===== src/rtl/ysyx_25020037_axi_arbiter.sv =====
// Shares the core's single AXI4 master port between the IFU (read-only) and the LSU (read/write).
// One transaction at a time: writes first, simultaneous reads alternate, registered grant drives a pure mux.
module ysyx_25020037_axi_arbiter (
    input  logic        clk,
    input  logic        rst,
    // IFU read
    input  logic        ifu_arvalid,
    output logic        ifu_arready,
    input  logic [31:0] ifu_araddr,
    input  logic [3:0]  ifu_arid,
    input  logic [7:0]  ifu_arlen,
    input  logic [2:0]  ifu_arsize,
    input  logic [1:0]  ifu_arburst,
    output logic        ifu_rvalid,
    input  logic        ifu_rready,
    output logic [31:0] ifu_rdata,
    output logic [1:0]  ifu_rresp,
    output logic        ifu_rlast,
    output logic [3:0]  ifu_rid,
    // LSU read
    input  logic        lsu_arvalid,
    output logic        lsu_arready,
    input  logic [31:0] lsu_araddr,
    input  logic [3:0]  lsu_arid,
    input  logic [7:0]  lsu_arlen,
    input  logic [2:0]  lsu_arsize,
    input  logic [1:0]  lsu_arburst,
    output logic        lsu_rvalid,
    input  logic        lsu_rready,
    output logic [31:0] lsu_rdata,
    output logic [1:0]  lsu_rresp,
    output logic        lsu_rlast,
    output logic [3:0]  lsu_rid,
    // LSU write
    input  logic        lsu_awvalid,
    output logic        lsu_awready,
    input  logic [31:0] lsu_awaddr,
    input  logic [3:0]  lsu_awid,
    input  logic [7:0]  lsu_awlen,
    input  logic [2:0]  lsu_awsize,
    input  logic [1:0]  lsu_awburst,
    input  logic        lsu_wvalid,
    output logic        lsu_wready,
    input  logic [31:0] lsu_wdata,
    input  logic [3:0]  lsu_wstrb,
    input  logic        lsu_wlast,
    output logic        lsu_bvalid,
    input  logic        lsu_bready,
    output logic [1:0]  lsu_bresp,
    output logic [3:0]  lsu_bid,
    // downstream master
    output logic        m_awvalid,
    input  logic        m_awready,
    output logic [31:0] m_awaddr,
    output logic [3:0]  m_awid,
    output logic [7:0]  m_awlen,
    output logic [2:0]  m_awsize,
    output logic [1:0]  m_awburst,
    output logic        m_wvalid,
    input  logic        m_wready,
    output logic [31:0] m_wdata,
    output logic [3:0]  m_wstrb,
    output logic        m_wlast,
    input  logic        m_bvalid,
    output logic        m_bready,
    input  logic [1:0]  m_bresp,
    input  logic [3:0]  m_bid,
    output logic        m_arvalid,
    input  logic        m_arready,
    output logic [31:0] m_araddr,
    output logic [3:0]  m_arid,
    output logic [7:0]  m_arlen,
    output logic [2:0]  m_arsize,
    output logic [1:0]  m_arburst,
    input  logic        m_rvalid,
    output logic        m_rready,
    input  logic [31:0] m_rdata,
    input  logic [1:0]  m_rresp,
    input  logic        m_rlast,
    input  logic [3:0]  m_rid
);

    typedef enum logic [1:0] {IDLE, IFU_R, LSU_R, LSU_W} state_t;

    state_t state, state_nxt;
    logic   last_rd, last_rd_nxt;   // 0: IFU served last, 1: LSU served last
    logic   sel_ifu, sel_lsu, sel_w;

    always_ff @(posedge clk) begin
        if (rst) begin
            state   <= IDLE;
            last_rd <= 1'b1;
        end else begin
            state   <= state_nxt;
            last_rd <= last_rd_nxt;
        end
    end

    always_comb begin
        state_nxt   = state;
        last_rd_nxt = last_rd;
        unique case (state)
            IDLE: begin
                if (lsu_awvalid)                     state_nxt = LSU_W;
                else if (ifu_arvalid && lsu_arvalid) state_nxt = last_rd ? IFU_R : LSU_R;
                else if (ifu_arvalid)                state_nxt = IFU_R;
                else if (lsu_arvalid)                state_nxt = LSU_R;
            end
            IFU_R: if (m_rvalid && ifu_rready && m_rlast) begin
                state_nxt   = IDLE;
                last_rd_nxt = 1'b0;
            end
            LSU_R: if (m_rvalid && lsu_rready && m_rlast) begin
                state_nxt   = IDLE;
                last_rd_nxt = 1'b1;
            end
            LSU_W: if (m_bvalid && lsu_bready) state_nxt = IDLE;
            default: state_nxt = IDLE;
        endcase
    end

    assign sel_ifu = (state == IFU_R);
    assign sel_lsu = (state == LSU_R);
    assign sel_w   = (state == LSU_W);

    // Read address mux; payload forced to zero when no read is granted
    always_comb begin
        m_arvalid = 1'b0;
        m_araddr  = '0;
        m_arid    = '0;
        m_arlen   = '0;
        m_arsize  = '0;
        m_arburst = '0;
        if (sel_ifu) begin
            m_arvalid = ifu_arvalid;
            m_araddr  = ifu_araddr;
            m_arid    = ifu_arid;
            m_arlen   = ifu_arlen;
            m_arsize  = ifu_arsize;
            m_arburst = ifu_arburst;
        end else if (sel_lsu) begin
            m_arvalid = lsu_arvalid;
            m_araddr  = lsu_araddr;
            m_arid    = lsu_arid;
            m_arlen   = lsu_arlen;
            m_arsize  = lsu_arsize;
            m_arburst = lsu_arburst;
        end
    end

    assign ifu_arready = sel_ifu & m_arready;
    assign lsu_arready = sel_lsu & m_arready;
    assign m_rready    = (sel_ifu & ifu_rready) | (sel_lsu & lsu_rready);
    assign ifu_rvalid  = sel_ifu & m_rvalid;
    assign lsu_rvalid  = sel_lsu & m_rvalid;

    // Response payloads go to both readers; only the valid is steered
    assign ifu_rdata = m_rdata;
    assign ifu_rresp = m_rresp;
    assign ifu_rlast = m_rlast;
    assign ifu_rid   = m_rid;
    assign lsu_rdata = m_rdata;
    assign lsu_rresp = m_rresp;
    assign lsu_rlast = m_rlast;
    assign lsu_rid   = m_rid;

    assign m_awvalid = sel_w & lsu_awvalid;
    assign m_awaddr  = sel_w ? lsu_awaddr  : '0;
    assign m_awid    = sel_w ? lsu_awid    : '0;
    assign m_awlen   = sel_w ? lsu_awlen   : '0;
    assign m_awsize  = sel_w ? lsu_awsize  : '0;
    assign m_awburst = sel_w ? lsu_awburst : '0;
    assign m_wvalid  = sel_w & lsu_wvalid;
    assign m_wdata   = sel_w ? lsu_wdata   : '0;
    assign m_wstrb   = sel_w ? lsu_wstrb   : '0;
    assign m_wlast   = sel_w & lsu_wlast;
    assign m_bready  = sel_w & lsu_bready;

    assign lsu_awready = sel_w & m_awready;
    assign lsu_wready  = sel_w & m_wready;
    assign lsu_bvalid  = sel_w & m_bvalid;
    assign lsu_bresp   = m_bresp;
    assign lsu_bid     = m_bid;

endmodule


===== config.mk =====
export PLATFORM = sky130hd
export DESIGN_NAME = ysyx_25020037_axi_arbiter
export DESIGN_NICKNAME = d
export VERILOG_FILES = /design/src/rtl/ysyx_25020037_axi_arbiter.sv
export SDC_FILE = /design/constraint.sdc
export NUM_CORES = 1
export LEC_CHECK = 0
export ABC_AREA = 1
export CORE_AREA = 2 2 184 186
export DETAILED_ROUTE_END_ITERATION = 7
export DIE_AREA = 0 0 186 188
export PLACE_DENSITY_LB_ADDON = 0.05
export SETUP_SLACK_MARGIN = 0.5
export SLEW_MARGIN = 10
export SYNTH_ARGS = -nofsm -noshare
export SYNTH_HDL_FRONTEND = slang
export SYNTH_SLANG_ARGS = --single-unit

===== constraint.sdc =====
create_clock -name clk -period 2.7 [get_ports clk]
set_clock_uncertainty 0.2 [all_clocks]
set_input_delay 0.81 -clock clk [delete_from_list [all_inputs] [get_ports clk]]
set_output_delay 0.81 -clock clk [all_outputs]
set_load 0.01 [all_outputs]

==> out/results.tsv, run 1 <==
stage	metric	value	unit
run_status	status	finished, final reports clean	
sta	timing.fmax	418.5	MHz
place	dp_worst_setup_slack	-0.4783	ns
place	gp_congestion	0.7211	
floorplan	io_pins	474	
floorplan	dieArea	0.03497	mm^2
clock_network	htree_levels	1	
power	p_leak	0.002963	uW
power	peakVddDrop	0.1342	mV
sta	finalCritPeriodShare	0.8851	
logic_synthesis	yosysWarnings	0	
floorplan	core_area	0.03311	mm^2
global_routing	grt_pass1_wl	20.71	mm
detailed_routing	wl	15.08	mm
sta	relSlewSlack	0.8648	
worst_setup_path	worstPathMaxFanout	1	
worst_setup_path	cp_slowest_cell	dlygate4sd2_1	
sta	min_period	2.390	ns
cells_and_area	final_nets	900	
floorplan	die_h	188	um
cells_and_area	final_common_cell	dlygate4sd2_1	
cells_and_area	syn_to_final_growth	135.0	%
sta	setup_slack	0.3104	ns
logic_synthesis	syn_nets	629	
detailed_routing	routedWlPerCell	13.64	um
clock_network	cts-buffers-inserted	3	
sta	grt_setup_unrepaired	yes	
clock_network	clkTransAtPathRegs	0.03	ns
worst_setup_path	crit_chain	dlygate4sd2_1 > a22o_1 > buf_6	
global_routing	antenna_found_initial	5	
clock_network	cts.sinks	3	
worst_setup_path	startpoint_type	primary input	
sta	hold_viol	0	
worst_setup_path	criticalPathCategory	primary input to primary output	
place	port_buffers	347	
logic_synthesis	syn_area	0.002115	mm^2
job	max-cap-violations	0	
worst_setup_path	arrival	1.38	ns
floorplan	initial_core_util	0.06386	
detailed_routing	ant_nets	0	
power	power.density	380.5	mW/mm^2
worst_setup_path	critPathCaptureType	primary output	
power	finalPower	1890	uW
worst_setup_path	cp_data_required_time	1.69	ns
sta	tightestPinTransition	0.2028	ns
logic_synthesis	ys_seq_elements	3	
global_routing	grt_pass1_vias	3346	
logic_synthesis	synthCells	386	
floorplan	die_w	186	um
place	hpwl	13.36	mm
clock_network	cts_tree	done	
cells_and_area	fillerInstances	3927	
clock_network	cts_hold_buf	0	
detailed_routing	drt_first_pass_iters	4	
worst_setup_path	slowest_delay	0.23	ns
detailed_routing	drtIter0Drc	68	
global_routing	grt_use_total	0.07954	
sta	drv_slew	0	
detailed_routing	drc	0	
sta	finalSetupViolCount	0	
cells_and_area	drive_gt1_frac	0.3155	
logic_synthesis	synth.distinct_cells	16	
clock_network	clock_latency	0.23	ns
logic_synthesis	ys_seq_area_frac	0.02840	
logic_synthesis	syn_avg_cell_area	5.478	um^2
global_routing	grt_max_degree	40	
worst_hold_path	hold_class	register to register	
cells_and_area	final_cell_mix	dlygate4sd2_1 (153), buf_2 (128), nor2_1 (97), inv_1 (90), a22o_1 (49)	
clock_network	cts_buffer_depth	2	
floorplan	num_rows	67	
global_routing	grt_overflow	0	
clock_network	cts-root-buf	clkbuf_16	
detailed_routing	vias	3298	
detailed_routing	vias_per_cell	2.982	
==> synth_stat cells <==
master	instances	area, um^2
nand2_1	15	56.30
o211ai_1	1	7.510
inv_2	3	11.26
buf_2	18	90.09
o21ai_0	1	5.000
a22o_1	49	429.2
buf_4	85	638.1
nand3_1	4	20.02
nor2_4	2	22.52
inv_1	99	371.6
o21ai_1	1	5.000
o22ai_1	1	6.260
clkbuf_1	1	3.750
dfxtp_1	3	60.06
a21oi_1	1	5.000
nor2_1	102	382.9
==> per-stage QoR <==
| stage | hold WS, ns | instance area, um^2 | setup TNS [ns] | std cells | utilization |
|---|---|---|---|---|---|
| after floorplan | 0.2509 | 2115 | 0 | 386 | - |
| final | 0.3142 | 4969 | 0 | 1106 | 0.1500 |
| after CTS | 0.3145 | 4896 | 0 | 1103 | 0.1479 |
| after detailed placement | 0.3049 | 5614 | -40.27 | 1096 | 0.1695 |
| after global placement | 0.3191 | 5614 | -40.27 | 1096 | 0.1695 |
| after global routing | 0.3398 | 4969 | 0 | 1106 | 0.1500 |
==> cell families (layout without fill, tap and decap cells) <==
group | Yosys count | in the layout | share of synthesized area
buffers and inverters | 206 | 476 | 0.5272
and+or+nand+nor | 123 | 123 | 0.2278
AOI/OAI and AO/OA | 54 | 54 | 0.2166
DFF | 3 | 3 | 0.02840
other | 0 | 2 | 0
==> layout make-up <==
type	count	area, um^2	area share
repair buffers	370	2895	0.5827
inverters	102	385.4	0.07756
flip-flops and latches	3	67.56	0.01360
clock buffers	4	78.83	0.01587
multi-input cells	177	975.9	0.1964
diodes	2	5.005	0.001007
well taps	448	560.5	0.1128
==> state kept, by name, indices dropped and copies added, names as in the netlist <==
| name | count |
|---|---|
| state | 2 |
| last_rd | 1 |
==> power by group <==
| group | internal, uW | total [uW] | leakage, uW | switching (uW) |
|---|---|---|---|---|
| clock | 195 | 239 | 0.0000382 | 43.6 |
| sequential | 59.3 | 77.5 | 0.0000260 | 18.1 |
| combinational | 791 | 1570 | 0.00290 | 783 |
==> what timing repair did <==
| item | CTS | global route |
|---|---|---|
| resized for setup | 870 | 36 |
| endpoints found under the setup margin | 149 | 149 |
| endpoints found under the hold margin | 0 | 0 |
| pin swaps | 144 | 15 |
| setup buffers | 3 | 1 |
==> routing by layer <==
metal  track usage  routed length [um]  up-vias
li1              -                   -     1603
met2        0.1587                8075      214
met3       0.03069                1635       49
met5             0                  41        -
met4       0.02786                 476        6
met1       0.07064                4855     1426
==> final timing paths <==
path	startpoint	to	slack [ns]	cells past startpoint
hold / removal	last_rd	last_rd	0.31	2
setup / recovery	ifu_araddr[19]	m_araddr[19]	0.31	3
hold reg to reg	last_rd	last_rd	0.31	2
setup reg to reg	state[0]	last_rd	1.03	8
==> worst max-delay path, delay by kind of cell <==
family	cells	cell delay (ns)
buf+inv	2	0.36
compound gates	1	0.21
No activity file was read; power rests on OpenSTA's default activity.
==> run 2: changes to the inputs <==
Settings changed: SKIP_CTS_REPAIR_TIMING set to 1.
==> out/results.tsv, run 2 (synthesized netlist as in run 1, its figures left out) <==
stage	metric	value	unit	change
run_status	status	finished, final reports clean		
place	gp_congestion	0.7211		unchanged
detailed_routing	wl	17.44	mm	+16%
floorplan	die_w	186	um	unchanged
clock_network	cts.sinks	3		unchanged
floorplan	die_h	188	um	unchanged
worst_setup_path	startpoint_type	primary input		
power	power.density	366.6	mW/mm^2	-3.7%
global_routing	grt_use_total	0.07926		-0.0002838
cells_and_area	regMostFlops	state		
place	hpwl	13.36	mm	unchanged
detailed_routing	drtIter0Drc	61		-10%
worst_setup_path	cp_slowest_cell	clkdlybuf4s50_1		
worst_setup_path	rr_startpoint	state[1]		
sta	finalSetupViolCount	0		unchanged
clock_network	cts_tree	done		
worst_setup_path	cp_data_required_time	1.69	ns	about the same
floorplan	core_area	0.03311	mm^2	unchanged
worst_setup_path	criticalPathCategory	primary input to primary output		
detailed_routing	ant_nets	0		unchanged
cells_and_area	reg_top3	state (2), last_rd (1)		
global_routing	grt_pass1_vias	3358		+0.36%
power	p_leak	0.004756	uW	+61%
global_routing	grt_max_degree	40		unchanged
clock_network	cts-root-buf	clkbuf_16		
detailed_routing	vias_per_cell	3.121		+4.7%
global_routing	grt_overflow	0		unchanged
cells_and_area	final_cell_mix	dlymetal6s2s_1 (190), inv_1 (87), buf_6 (85), buf_2 (69), nor2_4 (60)		
sta	grt_setup_unrepaired	yes		
power	finalPower	2540	uW	+34%
global_routing	antenna_found_initial	7		+2
detailed_routing	vias	3533		+7.1%
cells_and_area	final_nets	924		+2.7%
detailed_routing	drt_first_pass_iters	4		unchanged
worst_setup_path	worstPathMaxFanout	1		unchanged
sta	setup_slack	0.1936	ns	-0.1167 ns
sta	timing.fmax	399.0	MHz	-4.7%
worst_setup_path	critPathCaptureType	primary output		
power	peakVddDrop	0.1383	mV	+3.1%
clock_network	htree_levels	1		unchanged
cells_and_area	final_common_cell	dlymetal6s2s_1		
worst_setup_path	r2r_slack	1.01	ns	-0.02 ns
sta	drv_slew	0		unchanged
clock_network	clock_latency	0.22	ns	about the same
floorplan	dieArea	0.03497	mm^2	unchanged
global_routing	grt_pass1_wl	20.66	mm	-0.27%
worst_setup_path	arrival	1.50	ns	+0.12 ns
job	max-cap-violations	0		unchanged
sta	relSlewSlack	0.8674		+0.002646
clock_network	clkTransAtPathRegs	0.03	ns	about the same
clock_network	cts-buffers-inserted	3		unchanged
floorplan	initial_core_util	0.06386		unchanged
clock_network	cts_buffer_depth	2		unchanged
cells_and_area	drive_gt1_frac	0.4250		+0.1095
cells_and_area	largest_register_ffs	2		unchanged
sta	tightestPinTransition	0.1989	ns	-0.003969 ns
worst_hold_path	hold_class	register to register		
detailed_routing	drc	0		unchanged
sta	min_period	2.506	ns	+0.1167 ns
worst_setup_path	slowest_delay	0.45	ns	+0.22 ns
detailed_routing	routedWlPerCell	15.40	um	+13%
worst_setup_path	timing.critical_path.from	lsu_wdata[24]		
sta	finalCritPeriodShare	0.9283		+0.04323
worst_hold_path	holdCritStartpoint	last_rd		
sta	hold_viol	0		unchanged
place	port_buffers	347		unchanged
worst_setup_path	crit_chain	clkdlybuf4s50_1 > inv_1 > nor2_1 > buf_2		
floorplan	io_pins	474		unchanged
place	dp_worst_setup_slack	-0.4783	ns	unchanged
cells_and_area	syn_to_final_growth	227.6	%	
floorplan	num_rows	67		unchanged
-- run 2: changes by cell type in the layout (fill, tap and decap cells not counted), sizes merged --
cell	delta
clkdlybuf4s15	-37
dlygate4sd2	-153
dlymetal6s2s	+190
diode	+2
clkbuf	+15
clkdlybuf4s50	+3
buf	+6
-- run 2: path summary, 6_finish.rpt --
check	endpoint	cells after the start
max	m_wdata[24]	4
min reg2reg	last_rd	2
max reg2reg	last_rd	9
min	last_rd	2
-- run 2: power breakdown --
| part | internal (uW) | leakage, uW | switching, uW |
|---|---|---|---|
| Clock | 195 | 0.0000382 | 43.3 |
| Sequential | 59.3 | 0.0000260 | 17.5 |
| Combinational | 1220 | 0.00469 | 1000 |
-- run 2: layout make-up --
cell class | count | area (um^2)
fill | 3733 | 26190
antenna | 4 | 10.01
clock buffer | 4 | 78.83
multi-input combinational | 177 | 1420
sequential | 3 | 67.56
tap | 448 | 560.5
timing repair buffer | 394 | 4403
inverter | 102 | 387.9
-- run 2: routing by layer --
metal,share of wire,track usage,vias to the layer above
met4,0.031,0.02786,6
met1,0.32,0.07064,1596
met2,0.56,0.1566,217
met5,0.0024,0,-
li1,-,-,1662
met3,0.095,0.03224,52
-- run 2: critical path: cells and delay by family --
family	cells	cell delay (ns)
buf+inv	3	0.61
simple gates	1	0.07
-- run 2: stage by stage --
stage / std cells / utilization / hold slack (ns) / TNS [ns] / area (um^2)
after floorplan: 386 / - / 0.2509 / 0 / 2115
after global placement: 1096 / 0.1695 / 0.3191 / -40.27 / 5614
after global routing: 1132 / 0.2092 / 0.3398 / 0 / 6928
final: 1132 / 0.2092 / 0.3184 / 0 / 6928
after CTS: 1100 / 0.1719 / 0.3145 / -40.74 / 5693
after detailed placement: 1096 / 0.1695 / 0.3049 / -40.27 / 5614
==> run 3: changes to the inputs <==
Settings changed: MAX_ROUTING_LAYER set to met4.
==> out/results.tsv, run 3 (synthesized netlist as in run 1, its figures left out) <==
stage	metric	value	unit	change
cells_and_area	syn_to_final_growth	234.8	%	
place	port_buffers	347		unchanged
worst_setup_path	r2r-end	last_rd		
worst_setup_path	critPathCaptureType	primary output		
floorplan	die_w	186	um	unchanged
global_routing	grt_max_degree	40		unchanged
clock_network	cts-buffers-inserted	3		unchanged
sta	grt_setup_unrepaired	yes		
detailed_routing	drc	0		unchanged
sta	hold_viol	0		unchanged
worst_hold_path	hold_class	register to register		
worst_hold_path	hold-path-cell-count	2		unchanged
detailed_routing	routedWlPerCell	16.30	um	+5.8%
job	max-cap-violations	0		unchanged
detailed_routing	vias_per_cell	3.128		+0.24%
power	power.density	384.3	mW/mm^2	+4.8%
cells_and_area	multi_input_area	0.001420	mm^2	unchanged
cells_and_area	seqCellArea	67.56	um^2	unchanged
detailed_routing	met1Wirelength	6.106	mm	+11%
place	gp_congestion	0.7296		+1.2%
cells_and_area	regMostFlops	state		
power	peakVddDrop	0.1879	mV	+36%
worst_setup_path	cp_top_family	buffers and inverters		
worst_setup_path	path_buf_inv	3		unchanged
worst_setup_path	arrival	1.50	ns	about the same
clock_network	clock_latency	0.22	ns	about the same
floorplan	dieArea	0.03497	mm^2	unchanged
sta	tightestPinTransition	0.1793	ns	-0.01961 ns
cells_and_area	final_util	0.2138		+0.004572
cells_and_area	fillerInstances	3726		-0.19%
detailed_routing	ant_nets	0		unchanged
clock_network	clkTransAtPathRegs	0.03	ns	about the same
sta	relSlewSlack	0.8792		+0.01181
floorplan	num_rows	67		unchanged
sta	whs	0.3390	ns	+0.02064 ns
cells_and_area	reg_top3	state (2), last_rd (1)		
power	p_leak	0.004826	uW	+1.5%
worst_setup_path	worstPathMaxFanout	1		unchanged
detailed_routing	wl	18.66	mm	+7.0%
worst_setup_path	rr_worst_depth	9		unchanged
worst_hold_path	hold_path_end	last_rd		
clock_network	htree_levels	1		unchanged
global_routing	grt_pass1_vias	3371		+0.39%
detailed_routing	top_layer	met4		
worst_setup_path	cp_slowest_cell	clkdlybuf4s50_1		
sta	finalCritPeriodShare	0.9283		unchanged
sta	min_period	2.506	ns	unchanged
floorplan	io_pins	474		unchanged
cells_and_area	largest_register_ffs	2		unchanged
detailed_routing	wl_met2	10.43	mm	+7.5%
sta	timing.fmax	399.0	MHz	unchanged
detailed_routing	drtIter0Drc	50		-18%
global_routing	grt_overflow	0		unchanged
worst_setup_path	startpoint_type	primary input		
run_status	status	finished, final reports clean		
cells_and_area	final_cell_mix	dlymetal6s2s_1 (190), buf_6 (88), inv_1 (87), buf_2 (70), nor2_4 (60)		
detailed_routing	drt_first_pass_iters	4		unchanged
worst_setup_path	r2r_slack	1.00	ns	about the same
worst_setup_path	crit_chain	clkdlybuf4s50_1 > inv_1 > nor2_1 > buf_2		
worst_setup_path	rr_startpoint	state[1]		
floorplan	core_area	0.03311	mm^2	unchanged
global_routing	grt_pass1_wl	20.60	mm	-0.30%
worst_setup_path	criticalPathCategory	primary input to primary output		
worst_setup_path	slowest_delay	0.45	ns	about the same
clock_network	cts.sinks	3		unchanged
worst_hold_path	holdCritStartpoint	last_rd		
clock_network	cts-root-buf	clkbuf_16		
floorplan	initial_core_util	0.06386		unchanged
global_routing	antenna_found_initial	8		+1
clock_network	cts_tree	done		
cells_and_area	final_nets	933		+0.97%
global_routing	grt_use_total	0.08161		+0.002357
floorplan	die_h	188	um	unchanged
worst_setup_path	cp_data_required_time	1.69	ns	about the same
sta	fin_setup_tns	0	ns	unchanged
cells_and_area	final_common_cell	dlymetal6s2s_1		
cells_and_area	drive_gt1_frac	0.4325		+0.007511
place	hpwl	13.36	mm	unchanged
detailed_routing	met3_length	1.601	mm	-3.8%
sta	finalSetupViolCount	0		unchanged
clock_network	cts_buffer_depth	2		unchanged
sta	drv_slew	0		unchanged
detailed_routing	vias	3582		+1.4%
[run 3: how the worst max path moves through the flow]
stage | start | to | slack (ns) | cells past startpoint
floorplan | lsu_arvalid | m_arvalid | 0.61 | 2
global placement | m_rvalid | lsu_rvalid | -0.44 | 4
detailed placement | m_rvalid | lsu_rvalid | -0.48 | 4
CTS | m_rvalid | lsu_rvalid | -0.48 | 4
global route | lsu_awlen[1] | m_awlen[1] | 0.18 | 4
finish | lsu_wdata[24] | m_wdata[24] | 0.19 | 4
[run 3: power breakdown]
part | leakage (uW) | switching, uW | internal, uW
sequential | 0.0000260 | 17.5 | 59.3
clock | 0.0000382 | 43.0 | 195
combinational | 0.00476 | 1080 | 1330
total | 0.00483 | 1140 | 1580
[run 3: through the flow]
stage                     instances  instance area (um^2)  power [uW]  setup WS [ns]
after CTS                      1100                  5693        2215        -0.4781
after floorplan                 386                  2115       898.5         0.6100
final                          1145                  7079        2721         0.1936
after detailed placement       1096                  5614        1963        -0.4783
after global routing           1145                  7079        2909         0.1754
after global placement         1096                  5614        1977        -0.4408
[run 3: worst register-to-register path, cell delays in order (launching register included)]
cell      delay, ns
dfxtp_4        0.35
buf_6          0.12
nor2_4         0.09
buf_12         0.17
buf_8          0.15
nand2_4        0.06
buf_4          0.13
buf_4          0.12
o21ai_1        0.10
o211ai_1       0.09
[run 3: final cells by class]
class | instances | share of cell area
Timing Repair Buffer | 403 | 0.6419
Multi-Input combinational cell | 177 | 0.2006
Sequential cell | 3 | 0.009544
Clock buffer | 4 | 0.01113
Antenna cell | 8 | 0.002828
Inverter | 102 | 0.05479
Tap cell | 448 | 0.07918
[run 3: metal layers]
metal / vias to the layer above / global-route usage
met4: 0 / 0.02786
li1: 1688 / -
met3: 49 / 0.02894
met1: 1624 / 0.07310
met5: - / -
met2: 221 / 0.1561
